--- src/rtl/twiddle_sequencer_if.sv ---
// Bundles the sample strobe, stage size and the twiddle-table control
// outputs of twiddle_sequencer. The master drives samples in; the slave
// (the sequencer) returns addresses and strobes.
interface twiddle_sequencer_if #(
   parameter int NN = 6
);
   logic          di_en;
   logic [3:0]    stage_lm;
   logic [NN-1:0] taddr;
   logic [NN-1:0] taddr_sel;
   logic          tw_en;
   logic          tw_triv;
   logic          frame_done;
   logic          busy;

   modport master (
      output di_en, stage_lm,
      input  taddr, taddr_sel, tw_en, tw_triv, frame_done, busy
   );

   modport slave (
      input  di_en, stage_lm,
      output taddr, taddr_sel, tw_en, tw_triv, frame_done, busy
   );
endinterface

--- src/rtl/twiddle_sequencer.sv ---
// Twiddle sequencer for the reduced twiddle table of an R2^2 SDF stage.
// Counts samples within a frame of M = 2^lm, forms the exponent
// e = sel(q) * k, issues the table address one cycle after the sample and
// a copy delayed by ROM_LAT cycles (with valid / last / trivial flags)
// for data selection behind the table read.
// Optional feature macro: TWSEQ_TRIVIAL_EN (drives tw_triv when e == 0;
// when undefined tw_triv is tied low).
module twiddle_sequencer #(
   parameter int NN      = 6,
   parameter int ROM_LAT = 1
) (
   input  logic                clock,
   input  logic                reset,
   twiddle_sequencer_if.slave  bus
);

   localparam logic [3:0] NN_LM = 4'(NN);

   typedef enum logic [1:0] {IDLE, RUN, DRAIN} state_t;

   state_t        state;
   logic          busy_r;
   logic [NN-1:0] cnt;
   logic [3:0]    lm_r;

   logic [3:0]    lm_eff;
   logic          last_samp;
   logic [NN-1:0] e_next;
   logic [NN-1:0] taddr_next;
   logic          upstream_vld;

   logic [NN-1:0] taddr_p0;
   logic          vld_p0;
   logic          last_p0;
   logic [NN-1:0] taddr_p1 [ROM_LAT];
   logic          vld_p1   [ROM_LAT];
   logic          last_p1  [ROM_LAT];

   // Clamp the requested stage size into the supported range [2, NN].
   function automatic logic [3:0] clamp_lm(input logic [3:0] v);
      if (v < 4'd2)       return 4'd2;
      else if (v > NN_LM) return NN_LM;
      else                return v;
   endfunction

   // Low-bit mask of width n: 2^n - 1.
   function automatic logic [NN-1:0] low_mask(input logic [3:0] n);
      return NN'(((NN+1)'(1) << n) - (NN+1)'(1));
   endfunction

   function automatic logic bit_at(input logic [NN-1:0] c, input logic [3:0] pos);
      return |(c & (NN'(1) << pos));
   endfunction

   // e = sel * k with q = c[lm-1:lm-2], sel = {q[0], q[1]}, k = c[lm-3:0].
   function automatic logic [NN-1:0] twiddle_exp(input logic [NN-1:0] c,
                                                 input logic [3:0]    lm);
      logic [1:0]    sel;
      logic [NN-1:0] k;
      sel = {bit_at(c, lm - 4'd2), bit_at(c, lm - 4'd1)};
      k   = c & low_mask(lm - 4'd2);
      return NN'(sel) * k;
   endfunction

   // Effective stage size (fresh latch on count 0), exponent and address.
   always_comb begin
      lm_eff       = (cnt == '0) ? clamp_lm(bus.stage_lm) : lm_r;
      last_samp    = (cnt == low_mask(lm_eff));
      e_next       = twiddle_exp(cnt, lm_eff);
      taddr_next   = e_next << (NN_LM - lm_eff);
      upstream_vld = vld_p0;
      for (int i = 0; i < ROM_LAT - 1; i++) begin
         upstream_vld = upstream_vld | vld_p1[i];
      end
   end

   // Frame control: state, busy flag, sample counter and stage latch.
   always_ff @(posedge clock) begin
      if (reset) begin
         state  <= IDLE;
         busy_r <= 1'b0;
         cnt    <= '0;
         lm_r   <= NN_LM;
      end else begin
         if (bus.di_en) begin
            cnt <= last_samp ? '0 : cnt + NN'(1);
            if (cnt == '0) lm_r <= lm_eff;
         end
         case (state)
            IDLE: if (bus.di_en) begin
               state  <= last_samp ? DRAIN : RUN;
               busy_r <= 1'b1;
            end
            RUN: if (bus.di_en && last_samp) state <= DRAIN;
            DRAIN: begin
               if (bus.di_en) begin
                  state <= last_samp ? DRAIN : RUN;
               end else if (last_p1[ROM_LAT-1] && !upstream_vld) begin
                  state  <= IDLE;
                  busy_r <= 1'b0;
               end
            end
            default: begin
               state  <= IDLE;
               busy_r <= 1'b0;
            end
         endcase
      end
   end

   // Stage p0: registered table address; holds between samples.
   // Stage p1: ROM_LAT-deep delay line aligned with the table read.
   always_ff @(posedge clock) begin
      if (reset) begin
         taddr_p0 <= '0;
         vld_p0   <= 1'b0;
         last_p0  <= 1'b0;
         for (int i = 0; i < ROM_LAT; i++) begin
            taddr_p1[i] <= '0;
            vld_p1[i]   <= 1'b0;
            last_p1[i]  <= 1'b0;
         end
      end else begin
         if (bus.di_en) taddr_p0 <= taddr_next;
         vld_p0      <= bus.di_en;
         last_p0     <= bus.di_en & last_samp;
         taddr_p1[0] <= taddr_p0;
         vld_p1[0]   <= vld_p0;
         last_p1[0]  <= last_p0;
         for (int i = 1; i < ROM_LAT; i++) begin
            taddr_p1[i] <= taddr_p1[i-1];
            vld_p1[i]   <= vld_p1[i-1];
            last_p1[i]  <= last_p1[i-1];
         end
      end
   end

`ifdef TWSEQ_TRIVIAL_EN
   logic triv_p0;
   logic triv_p1 [ROM_LAT];

   // Trivial-twiddle flag (e == 0) travelling with the valid strobe.
   always_ff @(posedge clock) begin
      if (reset) begin
         triv_p0 <= 1'b0;
         for (int i = 0; i < ROM_LAT; i++) triv_p1[i] <= 1'b0;
      end else begin
         triv_p0    <= bus.di_en & (e_next == '0);
         triv_p1[0] <= triv_p0;
         for (int i = 1; i < ROM_LAT; i++) triv_p1[i] <= triv_p1[i-1];
      end
   end

   assign bus.tw_triv = triv_p1[ROM_LAT-1];
`else
   assign bus.tw_triv = 1'b0;
`endif

   assign bus.taddr      = taddr_p0;
   assign bus.taddr_sel  = taddr_p1[ROM_LAT-1];
   assign bus.tw_en      = vld_p1[ROM_LAT-1];
   assign bus.frame_done = last_p1[ROM_LAT-1];
   assign bus.busy       = busy_r;

endmodule

--- src/flat_wrapper.sv ---
// flat-port wrapper written by rule: the top's interface ports become plain ports
module twiddle_sequencer_flat 
#(
   parameter int NN      = 6,
   parameter int ROM_LAT = 1
)
  (clock, reset, bus_di_en, bus_stage_lm, bus_taddr, bus_taddr_sel, bus_tw_en, bus_tw_triv, bus_frame_done, bus_busy);
  twiddle_sequencer_if #(.NN(NN)) bus_i ();
  input  logic clock;
  input  logic reset;
  input wire logic [$bits(bus_i.di_en)-1:0] bus_di_en;
  input wire logic [$bits(bus_i.stage_lm)-1:0] bus_stage_lm;
  output wire logic [$bits(bus_i.taddr)-1:0] bus_taddr;
  output wire logic [$bits(bus_i.taddr_sel)-1:0] bus_taddr_sel;
  output wire logic [$bits(bus_i.tw_en)-1:0] bus_tw_en;
  output wire logic [$bits(bus_i.tw_triv)-1:0] bus_tw_triv;
  output wire logic [$bits(bus_i.frame_done)-1:0] bus_frame_done;
  output wire logic [$bits(bus_i.busy)-1:0] bus_busy;
  assign bus_i.di_en = bus_di_en;
  assign bus_i.stage_lm = bus_stage_lm;
  assign bus_taddr = bus_i.taddr;
  assign bus_taddr_sel = bus_i.taddr_sel;
  assign bus_tw_en = bus_i.tw_en;
  assign bus_tw_triv = bus_i.tw_triv;
  assign bus_frame_done = bus_i.frame_done;
  assign bus_busy = bus_i.busy;
  twiddle_sequencer #(.NN(NN), .ROM_LAT(ROM_LAT)) u_core (.clock(clock), .reset(reset), .bus(bus_i));
endmodule
--- config.mk ---
export PLATFORM = sky130hd
export DESIGN_NAME = twiddle_sequencer_flat
export DESIGN_NICKNAME = d
export VERILOG_FILES = /design/src/rtl/twiddle_sequencer_if.sv /design/src/rtl/twiddle_sequencer.sv /design/src/flat_wrapper.sv
export SDC_FILE = /design/constraint.sdc
export NUM_CORES = 1
export LEC_CHECK = 0
export BUFFER_PORTS_ARGS = -buffer_cell sky130_fd_sc_hd__buf_2
export CORE_UTILIZATION = 60
export CTS_CLUSTER_SIZE = 30
export DETAILED_ROUTE_END_ITERATION = 8
export PLACE_DENSITY = 0.87
export SETUP_SLACK_MARGIN = 0.05
export SYNTH_ARGS = -nofsm -noshare
export SYNTH_HDL_FRONTEND = slang
export SYNTH_SLANG_ARGS = --single-unit
--- constraint.sdc ---
create_clock -name clock -period 5.01 [get_ports clock]
set_input_delay 0.2505 -clock clock [delete_from_list [all_inputs] [get_ports clock]]
set_output_delay 0.2505 -clock clock [all_outputs]
set_load 0.01 [all_outputs]
**Word-level counts from Yosys, hierarchy flattened**

Memory sizes are Yosys's and may differ from the RTL's.
Index checks and enable logic that the tools add are counted.

- Output and inout port bits: 16
- Flip-flop bits (word level): 21
- Memories: 3
- Logic and storage cells: 73
- RAM bits: 8
- Input bits: 7

Memory list:

| memory | depth | width | rd ports | clocked after memory_dff | write ports | line | RTL |
|---|---|---|---|---|---|---|---|
| u_core.taddr_p1 | 1 | 6 | 1 | 0 | 1 | twiddle_sequencer.sv:35 | `logic [NN-1:0] taddr_p1 [ROM_LAT];` |
| u_core.last_p1 | 1 | 1 | 1 | 0 | 1 | twiddle_sequencer.sv:37 | `logic last_p1 [ROM_LAT];` |
| u_core.vld_p1 | 1 | 1 | 1 | 0 | 1 | twiddle_sequencer.sv:36 | `logic vld_p1 [ROM_LAT];` |

- Magnitude comparators: 2
- Multiplexer cells: 23
- Reduce and logical (&&, ||, !) cells: 13
- Equality and inequality tests: 8
- $mul: 1
- Add/sub/neg operators: 6
- Bitwise operators: 5
- Shift operators: 5

Operator list:

| operator | count |
|---|---|
| $shl A1 B4 Y6 const A | 4 |
| $and A6 B6 Y6 | 3 |
| $reduce_or A6 Y1 | 3 |
| $mux W4 | 3 |
| $mux W6 | 2 |
| $sub A6 B2 Y6 const B | 2 |
| $mux W1 | 11 |
| $mux W2 | 5 |
| $add A6 B1 Y6 const B | 1 |
| $eq A6 B6 Y1 | 1 |
| $logic_not A6 Y1 | 1 |
| $mul A2 B6 Y6 | 1 |
| $pmux W2 S3 | 1 |
| $shl A6 B4 Y6 | 1 |
| $gt A4 B3 Y1 const B | 1 |
| $lt A4 B2 Y1 const B | 1 |
| $ne A2 B1 Y1 const B | 2 |
| $ne A2 B2 Y1 const B | 2 |
| $reduce_and A4 Y1 | 1 |
| $sub A3 B4 Y4 const A | 1 |
| $sub A4 B1 Y4 const B | 1 |
| $sub A4 B2 Y4 const B | 1 |
| $ne A3 B2 Y1 const B | 1 |
| $pmux W1 S3 | 1 |
| 10 further kinds | 12 |

**Longest topological paths before layout**

Gate-level depths: netlist (run 1).

- Depth in word-level cells: 10
- Mapped depth: 26
- Mapped depth without buffers: 25

**Worst setup path after synthesis (run 1)**

Ideal clock, no wire load.

- Kind: reg-to-reg
- Start point: register u_core.cnt[0]
- End point: register u_core.taddr_p0[4], in the netlist u_core.bus.taddr[4]
- Required time: 4.893 ns
- Setup slack: 0.573 ns
- Stages on the path, launching flop included: 27
- Buffers on the path: 3
- Arrival: 4.320 ns
- Clock period less this slack: 4.437 ns
- Setup time: 0.117 ns
- Cells stage by stage: dfxtp_1 clkbuf_1 inv_1 ha_1 nor2b_1 nand2_1 nand2_1 nand2_1 inv_2 buf_2 ha_1 clkbuf_1 nand3_1 ha_1 xnor2_1 nand2_1 or2_2 inv_1 ha_1 a21o_1 a21oi_1 xnor2_1 and2_1 o21ai_0 a21oi_1 a31oi_1 o2bb2ai_1

- Cells in the longest elaborated chain, start to end: 8
- Elaborated cells on any way between the ends: 16
- Those cells by class: 4 x add/sub; 1 x mul; 4 x shift; 1 x mux; 3 x bitwise; 3 x reduce/logical

Ends and longest elaborated chain:

| element | line | RTL |
|---|---|---|
| start, declared | twiddle_sequencer.sv:23 | `logic [NN-1:0] cnt;` |
| start signal, assigned | twiddle_sequencer.sv:86 | `cnt <= last_samp ? '0 : cnt + NN'(1);` |
| $logic_not A6 Y1 | twiddle_sequencer.sv:67 | `lm_eff = (cnt == '0) ? clamp_lm(bus.stage_lm) : lm_r;` |
| $mux W4 | twiddle_sequencer.sv:67 |  |
| $sub A4 B2 Y4 / $sub A4 B1 Y4 (equally long branches) | twiddle_sequencer.sv:60, twiddle_sequencer.sv:61 |  |
| $shl A1 B4 Y6, on equally long branches | twiddle_sequencer.sv:48, twiddle_sequencer.sv:52 |  |
| $sub A6 B2 Y6 / $and A6 B6 Y6 (equally long branches) | twiddle_sequencer.sv:48, twiddle_sequencer.sv:52 |  |
| $and A6 B6 Y6 / $reduce_or A6 Y1 (equally long branches) | twiddle_sequencer.sv:61, twiddle_sequencer.sv:52 |  |
| $mul A2 B6 Y6 | twiddle_sequencer.sv:62 | `return NN'(sel) * k;` |
| $shl A6 B4 Y6 * | twiddle_sequencer.sv:70 | `taddr_next = e_next << (NN_LM - lm_eff);` |
| end signal, assigned | twiddle_sequencer.sv:124 | `if (bus.di_en) taddr_p0 <= taddr_next;` |
| end, declared | twiddle_sequencer.sv:32 | `logic [NN-1:0] taddr_p0;` |

Every way passes the cells marked *; elsewhere a longest branch is shown, timed or not.
A chain may end at the register's enable or synchronous reset.

**Final worst setup path (run 1)**

- Start point: register u_core.cnt[2]
- End point: register u_core.taddr_p0[4], in the netlist u_core.bus.taddr[4]

- Cells in the longest elaborated chain, start to end: 8
- Elaborated cells on any way between the ends: 16
- Those cells by class: 4 x add/sub; 1 x mul; 4 x shift; 1 x mux; 3 x bitwise; 3 x reduce/logical

Ends and longest elaborated chain:

| element | line | RTL |
|---|---|---|
| $logic_not A6 Y1 * | twiddle_sequencer.sv:67 |  |
| $mux W4 * | twiddle_sequencer.sv:67 |  |
| named net u_core.lm_eff[2] | twiddle_sequencer.sv:26 | `logic [3:0] lm_eff;` |
| $sub A4 B2 Y4 / $sub A4 B1 Y4 (equally long branches) | twiddle_sequencer.sv:60, twiddle_sequencer.sv:61 |  |
| $shl A1 B4 Y6, on equally long branches | twiddle_sequencer.sv:48, twiddle_sequencer.sv:52 |  |
| $sub A6 B2 Y6 / $and A6 B6 Y6 (equally long branches) | twiddle_sequencer.sv:48, twiddle_sequencer.sv:52 |  |
| $and A6 B6 Y6 / $reduce_or A6 Y1 (equally long branches) | twiddle_sequencer.sv:61, twiddle_sequencer.sv:52 |  |
| $mul A2 B6 Y6 | twiddle_sequencer.sv:62 |  |
| $shl A6 B4 Y6 * | twiddle_sequencer.sv:70 |  |

Mark *: on every way through the listed nets, which the timed path passes. The rest lies on a longest branch.

==> impl_metrics.toml, run 1 <==
[yosys]
avgSynthCellArea_um2 = 8.08
synth_edf_count = 0
synth_seq_cells = 29
synth.largest_area_cell = "dfxtp_1"
ys.flop_type = "dfxtp_1"
syn-instance-count = 297
ys_seq_area_frac = 0.242
synthesis.area_um2 = 2400
syn_nets = 323
synth_top_cell_area_share = 0.242
async_flop_share = 0
ys_types = 67
yosysWarnings = 0
synth_area_leaders = "dfxtp_1, ha_1, nand2_1"

[finish]
multi_input_area_um2 = 1680
drive_above_1_share = 0.191
seq_area_um2 = 581
final_cell_mix = "dfxtp_1, nor2_1, nand2_1"
syn2layout_area_growth_pct = 12.2
layout_commonest_cell = "dfxtp_1"
diodes = 0
filler_cell_count = 291
nets = 344

[route]
via_count = 2232
vias_per_cell = 6.08
drt_iter0_drc = 206
ant_nets = 0
drc_errors = 0
drt-wirelength-per-cell_um = 15.8
first_pass_iters = 5
wl_um = 5800

[sta]
fmax_ghz = 0.220
fin_crit_ns = 4.54
drv_slew = 0
hold_violations = 0
final.period_utilization = 0.906
setup_violations = 0
tightest_slew_ns = 0.547
fin_worst_skew_ns = 0.00426
relSlewSlack = 0.632
rsz0062_at_grt = "false"
tns_ns = 0
fin_hold_ws_ns = 0.345

[critical_path]
crit_fanout = 9
critical_path.startpoint_type = "flop"
end_kind = "flop"
rr_worst_depth = 23
required_ns = 5.18
r2r_setup_slack_ns = 0.47
crit_arrival_ns = 4.71
criticalPathCategory = "flop to flop"
reg2reg_from = "u_core.cnt[2]"
r2r_end = "u_core.bus.taddr[4]"

[outcome]
outcome = "complete, no violations"

[floorplan]
dieArea_um2 = 4260
initial_core_util = 0.641
die_h_um = 65.3
core-area_um2 = 3740
die_x_um = 65.3
ios = 23
rows = 22

[clock_network]
cts_sinks = 29
cts_tree = "done"
holdBufCountCts = 0
cts_inserted_buffers = 5
post_cts_resized = 0
cts_setup_buffers = 0
clock_latency_ns = 0.28
clockBufferDepth = 2
cts.clk_slew.worst_paths_ns = 0.06
htreeDepth = 2
cts_root_buffer = "clkbuf_8"

[placed_design]
place.gp.congestion = 0.912
place_hpwl_um = 4330
port_buffers = 21

[global_routing]
antenna_found_initial = 0
grt-ovfl-total = 0
grt_start_max_net_pins = 20
grt_pass1_wl_um = 9960
track_usage = 0.301
grt_pass1_vias = 2116

[worst_hold_path]
hold-path-cell-count = 3
min_from = "bus_di_en"
hold_end = "u_core.cnt[0]"
min_path_type = "input pin to flop"

[power_and_ir_drop]
p_per_area_nw_per_um2 = 283
peakVddDrop_mv = 0.125
leakagePower_uw = 0.00116

[run]
max_cap_viol_count = 0
## power by group
group	total [µW]	switching [µW]	internal, µW
sequential	244	5.27	239
combinational	232	142	90.7
clock	287	89.6	197
## cells in the mapped netlist (4+ instances only)
cell type  number
nand3_1         9
ha_1           18
nand2_1        26
nand2b_1       12
nor2b_1        10
a31oi_1         4
dfxtp_1        29
xor2_1          7
o2bb2ai_1       6
clkbuf_1        9
nor2_1         26
o21ai_0        12
inv_1          18
a21oi_1        17
xnor2_1        11
nor3_1          4
## metal layers
metal  global-route usage  up-vias  share of wire
met5                    0        -              0
met4               0.0951        0          0.020
met3               0.0660       15          0.071
met2                0.485       87           0.46
met1                0.397     1052           0.45
li1                     -     1078              -
## worst max path at each step
stage / start / end / slack [ns] / cells past startpoint
after floorplan: u_core.cnt[0] / u_core.bus.taddr[4] / 0.57 / 26
after global placement: u_core.cnt[0] / u_core.bus.taddr[4] / 0.55 / 25
after detailed placement: u_core.cnt[0] / u_core.bus.taddr[4] / 0.47 / 25
after CTS: u_core.cnt[0] / u_core.bus.taddr[4] / 0.41 / 25
after global routing: u_core.cnt[0] / u_core.bus.taddr[4] / 0.06 / 25
final: u_core.cnt[2] / u_core.bus.taddr[4] / 0.47 / 23
## logic make-up after synthesis
family,count (synthesis),share of synthesized area
AO/OA/AOI/OAI,75,0.227
XOR/XNOR,20,0.0818
adder cells (fa/ha/maj),19,0.102
buffers and inverters,35,0.0646
flip-flops,29,0.242
multiplexers,3,0.0130
other,1,0.00156
AND/OR/NAND/NOR,115,0.268
## stage by stage
step	total power [µW]	instances	cell area [µm²]	utilization	setup slack (ns)
final	763	367	2700	0.720	0.472
after CTS	756	367	2680	0.716	0.407
after floorplan	421	297	2400	-	0.573
after global routing	797	367	2700	0.720	0.0567
after detailed placement	473	359	2550	0.680	0.468
after global placement	465	359	2550	0.680	0.550
## registers in the layout (all words and copies together), names as in the netlist
signal	cells
u_core.bus.busy	1
u_core.last_p0	1
u_core.bus.taddr	6
u_core.state	2
u_core.taddr_p1	6
u_core.vld_p1	1
u_core.upstream_vld	1
u_core.last_p1	1
u_core.cnt	6
u_core.lm_r	4
## critical path: stages (launching register included)
cell and delay (ns):
dfxtp_1 0.45, or3_1 0.47, nor3_4 0.32, nor2_4 0.10
inv_1 0.10, ha_1 0.18, nand2b_1 0.13, a21oi_1 0.08
nor3_2 0.26, nand3_1 0.15, ha_1 0.26, xnor2_1 0.20
nand2_1 0.11, or2_2 0.34, inv_1 0.07, ha_1 0.21
a21o_1 0.15, a21oi_1 0.16, xnor2_1 0.09, and2_1 0.15
o21ai_0 0.15, a21oi_1 0.09, a31oi_1 0.16, o2bb2ai_1 0.07
## cell type report
class,instances,share of cell area
timing repair buffer,29,0.0613
sequential,29,0.215
clock inverter,3,0.0241
tap,48,0.0223
clock buffer,5,0.0255
inverter,20,0.0279
multi-input combinational,233,0.623
No activity file was read; power rests on OpenSTA's default activity.
==> run 2: changes to the inputs <==
- BUFFER_PORTS_ARGS: -buffer_cell sky130_fd_sc_hd__buf_2 -> unset
- CAP_MARGIN: unset -> 10
- CORE_UTILIZATION: 60 -> 64
- DONT_BUFFER_PORTS: unset -> 1
- PLACE_DENSITY: 0.87 -> 0.86
==> run 2 against run 1 <==
Non-clock buffer count down 23. Cell area down 6.6%. Maximum frequency rose by 1.2%. Critical path type unchanged. Critical endpoint unchanged. Highest routed layer unchanged.
==> impl_metrics.toml, run 2 (synthesized netlist as in run 1, its figures left out) <==
[power_and_ir_drop]
p_per_area_nw_per_um2 = 255
leakagePower_uw = 0.00102
peakVddDrop_mv = 0.110

[critical_path]
r2r_end = "u_core.bus.taddr[4]"
end_kind = "flop"
required_ns = 5.18
critical_path.startpoint_type = "flop"
crit_fanout = 7
crit_arrival_ns = 4.66
reg2reg_from = "u_core.cnt[0]"
r2r_setup_slack_ns = 0.52
rr_worst_depth = 24
criticalPathCategory = "flop to flop"

[sta]
tightest_slew_ns = 0.502
drv_slew = 0
setup_violations = 0
hold_violations = 0
fin_worst_skew_ns = 0.00230
tns_ns = 0
fmax_ghz = 0.223
final.period_utilization = 0.895
fin_hold_ws_ns = 0.0353
setup_ws_ns = 0.524
fin_crit_ns = 4.49
relSlewSlack = 0.661
rsz0062_at_grt = "false"

[clock_network]
cts_root_buffer = "clkbuf_8"
htreeDepth = 2
cts_sinks = 29
cts_tree = "done"
cts.clk_slew.worst_paths_ns = 0.06
clock_latency_ns = 0.28
cts_inserted_buffers = 5
clockBufferDepth = 2
holdBufCountCts = 0
cts_setup_buffers = 0

[floorplan]
die_x_um = 63.3
dieArea_um2 = 4000
initial_core_util = 0.692
rows = 21
die_h_um = 63.3
ios = 23
core-area_um2 = 3470

[global_routing]
grtUsageMet1 = 0.387
grt_use_met2 = 0.458
track_usage = 0.289
grt_start_max_net_pins = 20
grt-ovfl-total = 0
top_usage_layer = "met2"
grt_pass1_wl_um = 9040
antenna_found_initial = 0
use_met3 = 0.0525
grt_pass1_vias = 1942

[route]
drt_iter0_drc = 122
via_count = 2075
drc_errors = 0
first_pass_iters = 4
drt-wirelength-per-cell_um = 15.8
wl_um = 5390
vias_per_cell = 6.07
ant_nets = 0

[finish]
syn2layout_area_growth_pct = 4.79
final_area_um2 = 2520
drive_above_1_share = 0.128
final_cell_mix = "dfxtp_1, nor2_1, nand2_1"
layout_commonest_cell = "dfxtp_1"
nets = 321
final_cells = 342
diodes = 0

[worst_hold_path]
hold-path-cell-count = 1
hold_end = "u_core.last_p1[0]"
min_path_type = "input pin to flop"
min_from = "reset"

[placed_design]
place.gp.congestion = 1.01
place_ws_ns = 0.387
dp.cells = 334
port_buffers = 0
placed_area_um2 = 2420
place_hpwl_um = 4200

[run]
max_cap_viol_count = 0

[outcome]
outcome = "complete, no violations"
## run 2: cell count changes in the layout (fill, tap and decap cells not counted), sizes merged
| cell | delta |
|---|---|
| clkinv | +1 |
| clkbuf | +1 |
| bufinv | -2 |
| buf | -23 |
## run 2: worst max path at each step
| stage | startpoint | to | slack, ns | cells after the start |
|---|---|---|---|---|
| 5_1_grt | u_core.cnt[0] | u_core.bus.taddr[4] | 0.11 | 25 |
| 2_1_floorplan | u_core.cnt[0] | u_core.bus.taddr[4] | 0.57 | 26 |
| 4_1_cts | u_core.cnt[0] | u_core.bus.taddr[4] | 0.36 | 24 |
| 3_5_place_dp | u_core.cnt[0] | u_core.bus.taddr[4] | 0.39 | 24 |
| 3_3_place_gp | u_core.cnt[0] | u_core.bus.taddr[4] | 0.57 | 24 |
| 6_report | u_core.cnt[0] | u_core.bus.taddr[4] | 0.52 | 24 |
## run 2: stage by stage
| stage | power (µW) | utilization |
|---|---|---|
| after CTS | 639 | 0.723 |
| after global placement | 453 | 0.699 |
| final | 642 | 0.725 |
| after global routing | 677 | 0.725 |
| after detailed placement | 459 | 0.699 |
| after floorplan | 421 | - |
## run 2: report_power, final
part	internal (µW)	leakage [µW]	switching [µW]
Combinational	84.1	0.000736	129
Sequential	239	0.000236	7.37
Clock	95.9	0.0000450	86.4
Total	419	0.00102	223
## run 2: cell type report
| class | count | area, µm² |
|---|---|---|
| repair buffers | 6 | 45.0 |
| well taps | 46 | 57.6 |
| flip-flops and latches | 29 | 581 |
| fillers | 271 | 952 |
| clock inverters | 2 | 10.0 |
| inverters | 20 | 75.1 |
| clock buffers | 6 | 72.6 |
| multi-input cells | 233 | 1680 |
## run 2: worst max-delay path: stages (launching register included)
cell	delay (ns)
dfxtp_1	0.31
inv_1	0.09
ha_1	0.16
nor2b_2	0.28
nand2_2	0.16
o21a_1	0.29
ha_1	0.24
inv_1	0.13
nor2_1	0.10
nor3_2	0.28
nand3_1	0.15
ha_1	0.26
xnor2_1	0.17
nand2_1	0.10
or2_2	0.31
inv_1	0.07
ha_1	0.22
a21o_1	0.15
a21oi_1	0.17
xnor2_1	0.09
and2_1	0.15
o21ai_0	0.16
a21oi_1	0.08
a31oi_1	0.17
o2bb2ai_1	0.08
## run 2: metal layers
metal | up-vias | share of wire
met5 | - | 0
met4 | 0 | 0.016
met3 | 10 | 0.065
met2 | 66 | 0.47
met1 | 961 | 0.45
li1 | 1038 | -
## run 2: repair_timing
action	in CTS	in global routing
gates resized for setup	0	3
setup endpoints to repair	0	1
endpoints found under the hold margin	0	0
